File: src/rtl/bip_control.sv
// BIP accumulator-processor control unit: fetches instructions, decodes them and
// sequences datapath controls plus program/data RAM strobes.
module bip_control #(
    parameter int NB_PC            = 11,
    parameter int NB_INSTR         = 16,
    parameter int NB_OPCODE        = 5,
    parameter int NB_OPERANDO      = 11,
    parameter int NB_DECODER_SEL_A = 2,
    parameter int NB_CYCLES        = 32
) (
    input  logic                        i_clk,
    input  logic                        i_rst,
    input  logic                        i_enable,
    input  logic [NB_INSTR-1:0]         i_instr,
    output logic [NB_PC-1:0]            o_pc,
    output logic                        o_rd_prog,
    output logic [NB_DECODER_SEL_A-1:0] o_selA,
    output logic                        o_selB,
    output logic                        o_wrAcc,
    output logic [NB_OPCODE-1:0]        o_op,
    output logic [NB_OPERANDO-1:0]      o_operando,
    output logic [NB_OPERANDO-1:0]      o_ram_addr,
    output logic                        o_rd_ram,
    output logic                        o_wr_ram,
    output logic                        o_halt,
    output logic [NB_CYCLES-1:0]        o_cycle_count
);

    // state  | meaning
    // IDLE   | after reset, waiting for i_enable
    // FETCH  | program memory read of pc
    // DECODE | instruction word arrives, latched into ir
    // MEM    | data RAM read for LD/ADD/SUB
    // EXEC   | datapath controls driven, pc advances
    // HALT   | stopped until reset
    typedef enum logic [2:0] {
        ST_IDLE,
        ST_FETCH,
        ST_DECODE,
        ST_MEM,
        ST_EXEC,
        ST_HALT
    } state_t;

    localparam logic [NB_OPCODE-1:0] OP_HLT  = NB_OPCODE'(0);
    localparam logic [NB_OPCODE-1:0] OP_STO  = NB_OPCODE'(1);
    localparam logic [NB_OPCODE-1:0] OP_LD   = NB_OPCODE'(2);
    localparam logic [NB_OPCODE-1:0] OP_LDI  = NB_OPCODE'(3);
    localparam logic [NB_OPCODE-1:0] OP_ADD  = NB_OPCODE'(4);
    localparam logic [NB_OPCODE-1:0] OP_ADDI = NB_OPCODE'(5);
    localparam logic [NB_OPCODE-1:0] OP_SUB  = NB_OPCODE'(6);
    localparam logic [NB_OPCODE-1:0] OP_SUBI = NB_OPCODE'(7);

    localparam logic [NB_DECODER_SEL_A-1:0] SEL_RAM = NB_DECODER_SEL_A'(0);
    localparam logic [NB_DECODER_SEL_A-1:0] SEL_IMM = NB_DECODER_SEL_A'(1);
    localparam logic [NB_DECODER_SEL_A-1:0] SEL_ALU = NB_DECODER_SEL_A'(2);

    localparam logic [NB_PC-1:0]     PC_ONE  = NB_PC'(1);
    localparam logic [NB_CYCLES-1:0] CNT_ONE = NB_CYCLES'(1);

    state_t                state_q, state_d;
    logic [NB_PC-1:0]      pc_q, pc_d;
    logic [NB_INSTR-1:0]   ir_q, ir_d;
    logic [NB_CYCLES-1:0]  count_q, count_d;

    logic [NB_OPCODE-1:0]  opcode_q;
    logic [NB_OPCODE-1:0]  opcode_in;

    assign opcode_q  = ir_q[NB_INSTR-1 -: NB_OPCODE];
    assign opcode_in = i_instr[NB_INSTR-1 -: NB_OPCODE];

    function automatic logic is_mem_op(input logic [NB_OPCODE-1:0] op);
        return (op == OP_LD) || (op == OP_ADD) || (op == OP_SUB);
    endfunction

    always_comb begin
        state_d = state_q;
        pc_d    = pc_q;
        ir_d    = ir_q;
        count_d = count_q;
        if (i_enable) begin
            case (state_q)
                ST_IDLE:   state_d = ST_FETCH;
                ST_FETCH:  state_d = ST_DECODE;
                ST_DECODE: begin
                    ir_d    = i_instr;
                    state_d = is_mem_op(opcode_in) ? ST_MEM : ST_EXEC;
                end
                ST_MEM:    state_d = ST_EXEC;
                ST_EXEC: begin
                    pc_d    = pc_q + PC_ONE;
                    state_d = (opcode_q == OP_HLT) ? ST_HALT : ST_FETCH;
                end
                default:   state_d = state_q;
            endcase
            if ((state_q != ST_IDLE) && (state_q != ST_HALT) && (count_q != '1))
                count_d = count_q + CNT_ONE;
        end
    end

    always_ff @(posedge i_clk or posedge i_rst) begin
        if (i_rst) begin
            state_q <= ST_IDLE;
            pc_q    <= '0;
            ir_q    <= '0;
            count_q <= '0;
        end else begin
            state_q <= state_d;
            pc_q    <= pc_d;
            ir_q    <= ir_d;
            count_q <= count_d;
        end
    end

    // Strobes are gated by i_enable so a pause silences them without touching state.
    always_comb begin
        o_selA   = SEL_RAM;
        o_selB   = 1'b0;
        o_wrAcc  = 1'b0;
        o_wr_ram = 1'b0;
        if (state_q == ST_EXEC) begin
            case (opcode_q)
                OP_STO: o_wr_ram = i_enable;
                OP_LD:  o_wrAcc  = i_enable;
                OP_LDI: begin
                    o_selA  = SEL_IMM;
                    o_wrAcc = i_enable;
                end
                OP_ADD, OP_SUB: begin
                    o_selA  = SEL_ALU;
                    o_wrAcc = i_enable;
                end
                OP_ADDI, OP_SUBI: begin
                    o_selA  = SEL_ALU;
                    o_selB  = 1'b1;
                    o_wrAcc = i_enable;
                end
                default: o_wrAcc = 1'b0;
            endcase
        end
    end

    assign o_pc          = pc_q;
    assign o_rd_prog     = i_enable && (state_q == ST_FETCH);
    assign o_rd_ram      = i_enable && (state_q == ST_MEM);
    assign o_halt        = (state_q == ST_HALT);
    assign o_op          = opcode_q;
    assign o_operando    = ir_q[NB_OPERANDO-1:0];
    assign o_ram_addr    = ir_q[NB_OPERANDO-1:0];
    assign o_cycle_count = count_q;

endmodule

File: config.mk
export PLATFORM = sky130hd
export DESIGN_NAME = bip_control
export DESIGN_NICKNAME = d
export VERILOG_FILES = /design/src/rtl/bip_control.sv
export SDC_FILE = /design/constraint.sdc
export NUM_CORES = 1
export LEC_CHECK = 0
export CAP_MARGIN = 20
export CORE_MARGIN = 1.5
export CORE_UTILIZATION = 51
export CTS_BUF_LIST = sky130_fd_sc_hd__clkbuf_4
export CTS_CLUSTER_DIAMETER = 150
export CTS_CLUSTER_SIZE = 8
export DETAILED_ROUTE_END_ITERATION = 10
export PLACE_DENSITY = 0.92
export RECOVER_POWER = 100
export REMOVE_ABC_BUFFERS = 1
export SYNTH_ARGS = -nofsm -noshare
export SYNTH_HDL_FRONTEND = slang
export SYNTH_SLANG_ARGS = --single-unit
File: constraint.sdc
create_clock -name i_clk -period 4.7 [get_ports i_clk]
set_clock_uncertainty 0.15 [all_clocks]
set_input_delay 0.705 -clock i_clk [delete_from_list [all_inputs] [get_ports i_clk]]
set_output_delay 0.705 -clock i_clk [all_outputs]
set_load 0.1 [all_outputs]
Yosys cells after proc, flatten, opt, wreduce, memory -nomap -nowiden. Cells that the tools add are included.

Logic and storage cells: 51. RAM bits: 0. ROM bits: 0. Latch bits: 0. Bits in registers: 62. Memories kept: 0.

Order comparisons: 0. Shift operators: 0. Reduce and logical (&&, ||, !) cells: 17. $mul: 0. Divide/modulo/power cells: 0. Muxes and demuxes: 11. $add $sub $neg: 2. Eq/ne operators: 17. Bitwise operators: 0.

Operator list (number): adder 32 x 1 -> 32 bit (second input constant) (1); != test 32 bit (second input constant) (1); equality test 5 x 3 -> 1 bit (second input constant) (6); equality test 5 x 2 -> 1 bit (second input constant) (3); case mux 3 bit (5 select lines) (1); adder 11 x 1 -> 11 bit (second input constant) (1); AND reduction 2 bit (4); equality test 3 x 2 -> 1 bit (second input constant) (2); equality test 3 bit (second input constant) (2); 2-to-1 mux 1 bit (6); 2-to-1 mux 3 bit (2); OR reduction 6 bit (1); equality test 5 x 1 -> 1 bit (second input constant) (1); zero test 5 bit (1); nonzero test 5 bit (1); logical AND 1 bit (4); case mux 2 bit (2 select lines) (1); OR reduction 4 bit (1); equality test 3 x 1 -> 1 bit (second input constant) (1); zero test 3 bit (1); != test 3 bit (second input constant) (1); nonzero test 3 bit (1); logical OR 1 bit (2); 2-to-1 mux 2 bit (1); OR reduction 2 bit (1).

Logic depth before layout (Yosys ltp). Gate-level depths: netlist (run 1).

Depth in word-level cells: 5. Depth in mapped cells: 8. Gate-level depth less buffers: 6.

Worst setup path after synthesis (run 1). Ideal clock, no wire load.

Path kind: register -> output. Start point: reg ir_q[14]. End point: out o_selA[0]. Setup slack: 0.374 ns. Stages on the path, launching flop included: 4. Path buffers: 0. Arrival: 3.471 ns. Required time: 3.845 ns. Path through: dfrtp_1 -> nor2_1 -> nand4_1 -> nor3b_1.

Longest elaborated chain between the ends: 4. Elaborated cells between the ends (all ways): 8. Those cells by class: eq/ne: 5; mux: 2; reduce/logical: 1.

Ends and longest elaborated chain: start, declared (RTL line 63) `logic [NB_INSTR-1:0] ir_q, ir_d;`; start signal, assigned (RTL line 110) `ir_q <= ir_d;`; equality test 5 x 3 -> 1 bit (RTL line 122) `case (opcode_q)`; OR reduction 4 bit (no source line); case mux 2 bit (2 select lines) (*) (RTL line 122); 2-to-1 mux 2 bit (*) (RTL line 121) `if (state_q == ST_EXEC) begin`; end, declared (RTL line 17) `output logic [NB_DECODER_SEL_A-1:0] o_selA,`.

Mark *: on every way between the ends. The rest lies on a longest branch, timed or not.

Worst setup path in the final report (run 1).
Start point: in i_enable. End point: out o_rd_prog.

Longest elaborated chain between the ends: 1.

Ends and longest elaborated chain: start, declared (RTL line 13) `input logic i_enable,`; logical AND 1 bit (RTL line 144) `assign o_rd_prog = i_enable && (state_q == ST_FETCH);`; end, declared (RTL line 16) `output logic o_rd_prog,`.

No other way between the ends.

==> qor.yml, run 1 <==
grt_pass1_vias: 2341
synth_cell_types: 35
num_rows: 27
first_pass_iters: 4
final.period_utilization: 0.802
drcViolationCount: 0
hold_viol_final: 0
min_from: "o_pc[8]"
wirelength_um: 6950
clk_pin_slew_ps: 110
cp_cell_sequence: "dlygate4sd3_1, nor2b_1, nor3b_1, clkbuf_1"
syn-mean-instance-area_um2: 11.2
arrival_ps: 2910
port_buffers: 96
nNetsFinal: 378
yosysWarnings: 0
post_cts_resized: 0
synth_seq_cells: 62
wire_per_inst_um: 16.0
cts.sinks: 62
synthArstFlopShare: 1.00
hold_class: "reg -> reg"
syn_to_final_growth_pct: 33.9
grt_usage: 0.229
ys.flop_type: "dfrtp_1"
holdBufCountCts: 0
drt_iter0_markers: 143
worst-path-max-fanout: 7
required_ps: 3850
ios: 97
drive_gt1_frac: 0.0967
cpPeakStageDelay_ps: 910
crit_slowest_cell: "clkbuf_1"
cts_setup_buffers: 0
syn-cell-area_mm2: 0.00300
place_congestion: 0.895
antenna_found_initial: 0
start_util: 0.535
status: "complete, no violations"
setup_violations: 0
cts_buffers: 9
ant_nets: 0
cp-end-kind: "output pin"
cts.path.max_buffers: 2
root_buffer: "clkbuf_4"
maxCapViolCount: 0
grt_overflow: 0
rsz0062_at_grt: "no"
synth_seq_area_share: 0.517
dp_hpwl_um: 5060
start_kind: "input port"
path_class: "in -> out"
viasPerCell: 5.53
tns_ps: 0
h-tree-depth: 3
cts_tree: "done"
worst_pin_slew_ps: 1230
slew_headroom: 0.174
synthCells: 268
die_h_um: 79.7
period_minus_slack_ps: 3770
vias: 2398
insertion_delay_ps: 390
fmax_ghz: 0.265
diodes: 0
timing.rr.start: "o_cycle_count[16]"
grt_pass1_wl_um: 11100
synth-edff-count: 0
crit_path_start: "i_enable"
slew_violations: 0
die_w_um: 79.7
grt_start_max_net_pins: 63
dieArea_mm2: 0.00635
core_area_mm2: 0.00561
## cells in the final DEF, fill, tap and decap left out
cell type	n
dlygate4sd3_1	78
dfrtp_1	62
xor2_1	22
xnor2_1	20
mux2_2	17
nand4_1	16
nand3_1	15
clkdlybuf4s50_1	15
nand2_1	14
nor2_1	14
nor4_1	12
nor3_1	12
clkbuf_4	11
nor3b_1	7
o21ai_0	5
inv_1	5
and3_1	4
clkbuf_1	4
and2_1	3
clkinv_1	3
and4_1	2
a31oi_1	2
or4_1	2
ha_1	2
nor2b_1	1
nand3b_1	1
nand4_2	1
or3_1	1
or2_0	1
and4b_1	1
a21o_1	1
and3b_1	1
a211oi_1	1
or2_2	1
nor4_4	1
bufinv_16	1
clkinvlp_4	1
clkinv_2	1
buf_4	1
## cell type report
class                           instances  area (µm²)
Sequential cell                        62        1550
Multi-Input combinational cell        180        1270
Timing Repair Buffer                   98         953
Fill cell                             431        1590
Clock inverter                          5        50.0
Tap cell                               72        90.1
Clock buffer                           11        82.6
Inverter                                6        22.5
## final timing paths
kind                                      to  cells after the start  slack (ps)
max in group asynchronous  o_cycle_count[28]                      3        3070
setup / recovery                   o_rd_prog                      4         930
hold reg to reg                      o_pc[8]                      1         350
min in group asynchronous  o_cycle_count[29]                      3         830
setup reg to reg            o_cycle_count[1]                      5        1920
hold / removal                       o_pc[8]                      1         350
## critical path, delay by kind of cell
kind	cells	cell delay, ps
buffers and inverters	2	1560
AND/OR/NAND/NOR	2	640
## routing by layer
metal,GRT usage,wire (µm),vias to the layer above
met5,0,0,-
met4,0.0965,126,0
met2,0.377,3280,125
met3,0.0526,552,15
li1,-,-,1119
met1,0.289,2990,1139
## through the flow
step / setup slack [ps] / cell area [µm²] / hold slack (ps) / utilization / std cells
after floorplan: 374 / 2870 / 415 / - / 248
after detailed placement: 1270 / 3920 / 337 / 0.700 / 418
final: 930 / 4020 / 347 / 0.716 / 434
after CTS: 1130 / 4060 / 356 / 0.723 / 434
after global routing: 872 / 4020 / 378 / 0.716 / 434
after global placement: 1280 / 3920 / 312 / 0.700 / 418
## flip-flops by register name, indices dropped and copies added (netlist names)
signal	flops
o_cycle_count	32
ir_q	16
o_pc	11
state_q	3
## kinds of logic (layout without fill, tap and decap cells)
kind of cell,after synthesis,count (layout),share of synthesized area
xor gates and xnor gates,42,42,0.123
and+or+nand+nor,110,110,0.218
DFF,62,62,0.517
adders and majority gates,2,2,0.00834
buffers and inverters,26,120,0.0525
AOI/OAI and AO/OA,9,9,0.0175
muxes,17,17,0.0638
## synthesized netlist by cell type (6+ instances only)
cell type | count | area share
nor4_1 | 8 | 0.017
xor2_1 | 22 | 0.064
buf_4 | 15 | 0.038
dfrtp_1 | 62 | 0.52
inv_1 | 6 | 0.0075
nor3_1 | 12 | 0.020
mux2_2 | 17 | 0.064
nor2_1 | 14 | 0.018
xnor2_1 | 20 | 0.058
nand4_1 | 16 | 0.033
nand2_1 | 14 | 0.018
nor3b_1 | 7 | 0.018
nand3_1 | 15 | 0.025
Power of run 1 is left out: the tool's default activity adds up to more than one toggle a clock period on the data nets, which glitch-free logic cannot reach.
==> run 2, diff against run 1 <==
--- a/config.mk
+++ b/config.mk
@@ -7,12 +7,12 @@
 export LEC_CHECK = 0
 export CAP_MARGIN = 20
 export CORE_MARGIN = 1.5
-export CORE_UTILIZATION = 51
+export CORE_UTILIZATION = 48
 export CTS_BUF_LIST = sky130_fd_sc_hd__clkbuf_4
 export CTS_CLUSTER_DIAMETER = 150
 export CTS_CLUSTER_SIZE = 8
 export DETAILED_ROUTE_END_ITERATION = 10
-export PLACE_DENSITY = 0.92
+export PLACE_DENSITY = 0.88
 export RECOVER_POWER = 100
 export REMOVE_ABC_BUFFERS = 1
 export SYNTH_ARGS = -nofsm -noshare
==> constraint.sdc (replaced) <==
create_clock -name i_clk -period 3.57 [get_ports i_clk]
set_clock_uncertainty 0.15 [all_clocks]
set_input_delay 0.5355 -clock i_clk [delete_from_list [all_inputs] [get_ports i_clk]]
set_output_delay 0.5355 -clock i_clk [all_outputs]
set_load 0.1 [all_outputs]
==> qor.yml, run 2 (synthesized netlist as in run 1, its figures left out) <==
start_kind: "flop"  # was input port
largest_register_ffs: 32  # unchanged
diodes: 0  # unchanged
start_util: 0.501  # was 0.535
grtUsageMet1: 0.269  # was 0.289
timing.critical_path.mode_cell: "nor2_1"
use_met2: 0.341  # was 0.377
grt_usage: 0.207  # was 0.229
ant_nets: 0  # unchanged
period_minus_slack_ps: 3070
cts_tree: "done"  # unchanged
hold_class: "reg -> reg"  # unchanged
post_cts_resized: 0  # unchanged
cp_cell_sequence: "nor2_1, nand4_1, nor2_1, clkbuf_1"  # was dlygate4sd3_1, nor2b_1, nor3b_1, clkbuf_1
slew_violations: 28  # was 0
cts_buffers: 9  # unchanged
busiest_layer: "met2"  # unchanged
wirelength_um: 6520  # was 6950 µm
num_rows: 28  # was 27
slew_headroom: -0.00141  # was 0.174
dp_hpwl_um: 4850  # was 5060 µm
reg2reg_depth: 5  # unchanged
first_pass_iters: 6  # was 4
insertion_delay_ps: 390  # about the same
path_class: "reg -> out"  # was in -> out
worstSetupPathDepth: 4  # unchanged
status: "finished with violations"  # was complete, no violations
final_common_cell: "dlygate4sd3_1"  # unchanged
place_congestion: 0.829  # was 0.895
h-tree-depth: 3  # unchanged
violations: "capacitance limit, slew limit"
nNetsFinal: 380  # was 378
worst_pin_slew_ps: 1500  # was 1230 ps
crit_slowest_cell: "clkbuf_1"  # unchanged
dieArea_mm2: 0.00673  # was 0.00635 mm²
cts.sinks: 62  # unchanged
grt_start_max_net_pins: 29  # was 63
wire_per_inst_um: 14.9  # was 16.0 µm
port_buffers: 96  # unchanged
hold_viol_final: 0  # unchanged
drcViolationCount: 0  # unchanged
die_h_um: 82.1  # was 79.7 µm
root_buffer: "clkbuf_4"  # unchanged
grt_overflow: 0  # unchanged
vias: 2393  # was 2,398
whs_ps: 342  # was 347 ps
final.period_utilization: 0.860
grt_pass1_vias: 2271  # was 2,341
grt_pass1_wl_um: 10700  # was 11,100 µm
rsz0062_at_grt: "no"  # unchanged
drive_gt1_frac: 0.107  # was 0.0967
syn_to_final_growth_pct: 33.9  # about the same
drt_iter0_markers: 60  # was 143
antenna_found_initial: 0  # unchanged
maxCapViolCount: 1  # was 0
die_w_um: 82.1  # was 79.7 µm
cts_setup_buffers: 0  # unchanged
fmax_ghz: 0.326
cpPeakStageDelay_ps: 870  # was 910 ps
core_area_mm2: 0.00599  # was 0.00561 mm²
min_path_cells: 1  # unchanged
setup_violations: 0  # unchanged
worst-path-max-fanout: 8  # was 7
critPathBufInv: 1  # was 2
layout_common_cells: "72 x dlygate4sd3_1, 62 x dfrtp_1, 22 x xor2_1, 20 x xnor2_1, 17 x mux2_2"  # was 78 x dlygate4sd3_1, 62 x dfrtp_1, 22 x xor2_1, 20 x xnor2_1, 17 x mux2_2
required_ps: 2880  # was 3850 ps
ios: 97  # unchanged
met3_usage: 0.0444  # was 0.0526
cp-end-kind: "output pin"  # unchanged
clk_pin_slew_ps: 120  # was 110 ps
viasPerCell: 5.45  # was 5.53
cts.path.max_buffers: 2  # unchanged
arrival_ps: 2380  # was 2910 ps
critPathTopFamily: "buffers and inverters"  # unchanged
holdBufCountCts: 0  # unchanged
run 2: cell types whose count changed in the layout (fill, tap and decap cells not counted), sizes merged:
| cell | before | now |
|---|---|---|
| dlygate4sd3 | 78 | 72 |
| clkbuf | 15 | 21 |
| inv | 5 | 6 |
| bufinv | 1 | 2 |
run 2: cell type report:
cell class                 count  area [µm²]
fill                         485        1970
sequential                    62        1550
multi-input combinational    180        1270
timing repair buffer         100         928
tap                           75        93.8
clock inverter                 7        88.8
clock buffer                   9        67.6
inverter                       6        22.5
run 2: through the flow:
| step | TNS [ps] | instance area [µm²] | util | worst slack, ps | instances |
|---|---|---|---|---|---|
| after floorplan | -719 | 2870 | - | -586 | 248 |
| after global placement | 0 | 3930 | 0.656 | 732 | 423 |
| after detailed placement | 0 | 3930 | 0.656 | 685 | 423 |
| after CTS | 0 | 4080 | 0.682 | 780 | 439 |
| after global routing | 0 | 4020 | 0.671 | 405 | 439 |
| final | 0 | 4020 | 0.671 | 501 | 439 |
run 2: path summary, 6_finish.rpt:
| kind | start | to | slack (ps) |
|---|---|---|---|
| worst max-delay path | state_q[1] | o_wr_ram | 500 |
| worst min-delay path | o_pc[10] | o_pc[10] | 340 |
| worst max register to register | state_q[2] | o_cycle_count[30] | 860 |
| worst min register to register | o_pc[10] | o_pc[10] | 340 |
| max in group asynchronous | i_rst | o_pc[1] | 930 |
| min in group asynchronous | i_rst | o_cycle_count[15] | 520 |
run 2: layer usage:
metal | routed length [µm] | share of wire
met1 | 2830 | 0.43
met5 | 0 | 0
met2 | 3230 | 0.50
met4 | 65 | 0.010
met3 | 393 | 0.060
run 2: worst reg2reg max path: stages (launching register included):
cell and delay (ps):
dfrtp_1 480, xor2_1 200, o21ai_0 940, or2_0 520
nor3_1 140, xor2_1 170
Power of run 2 is left out for the same reason.
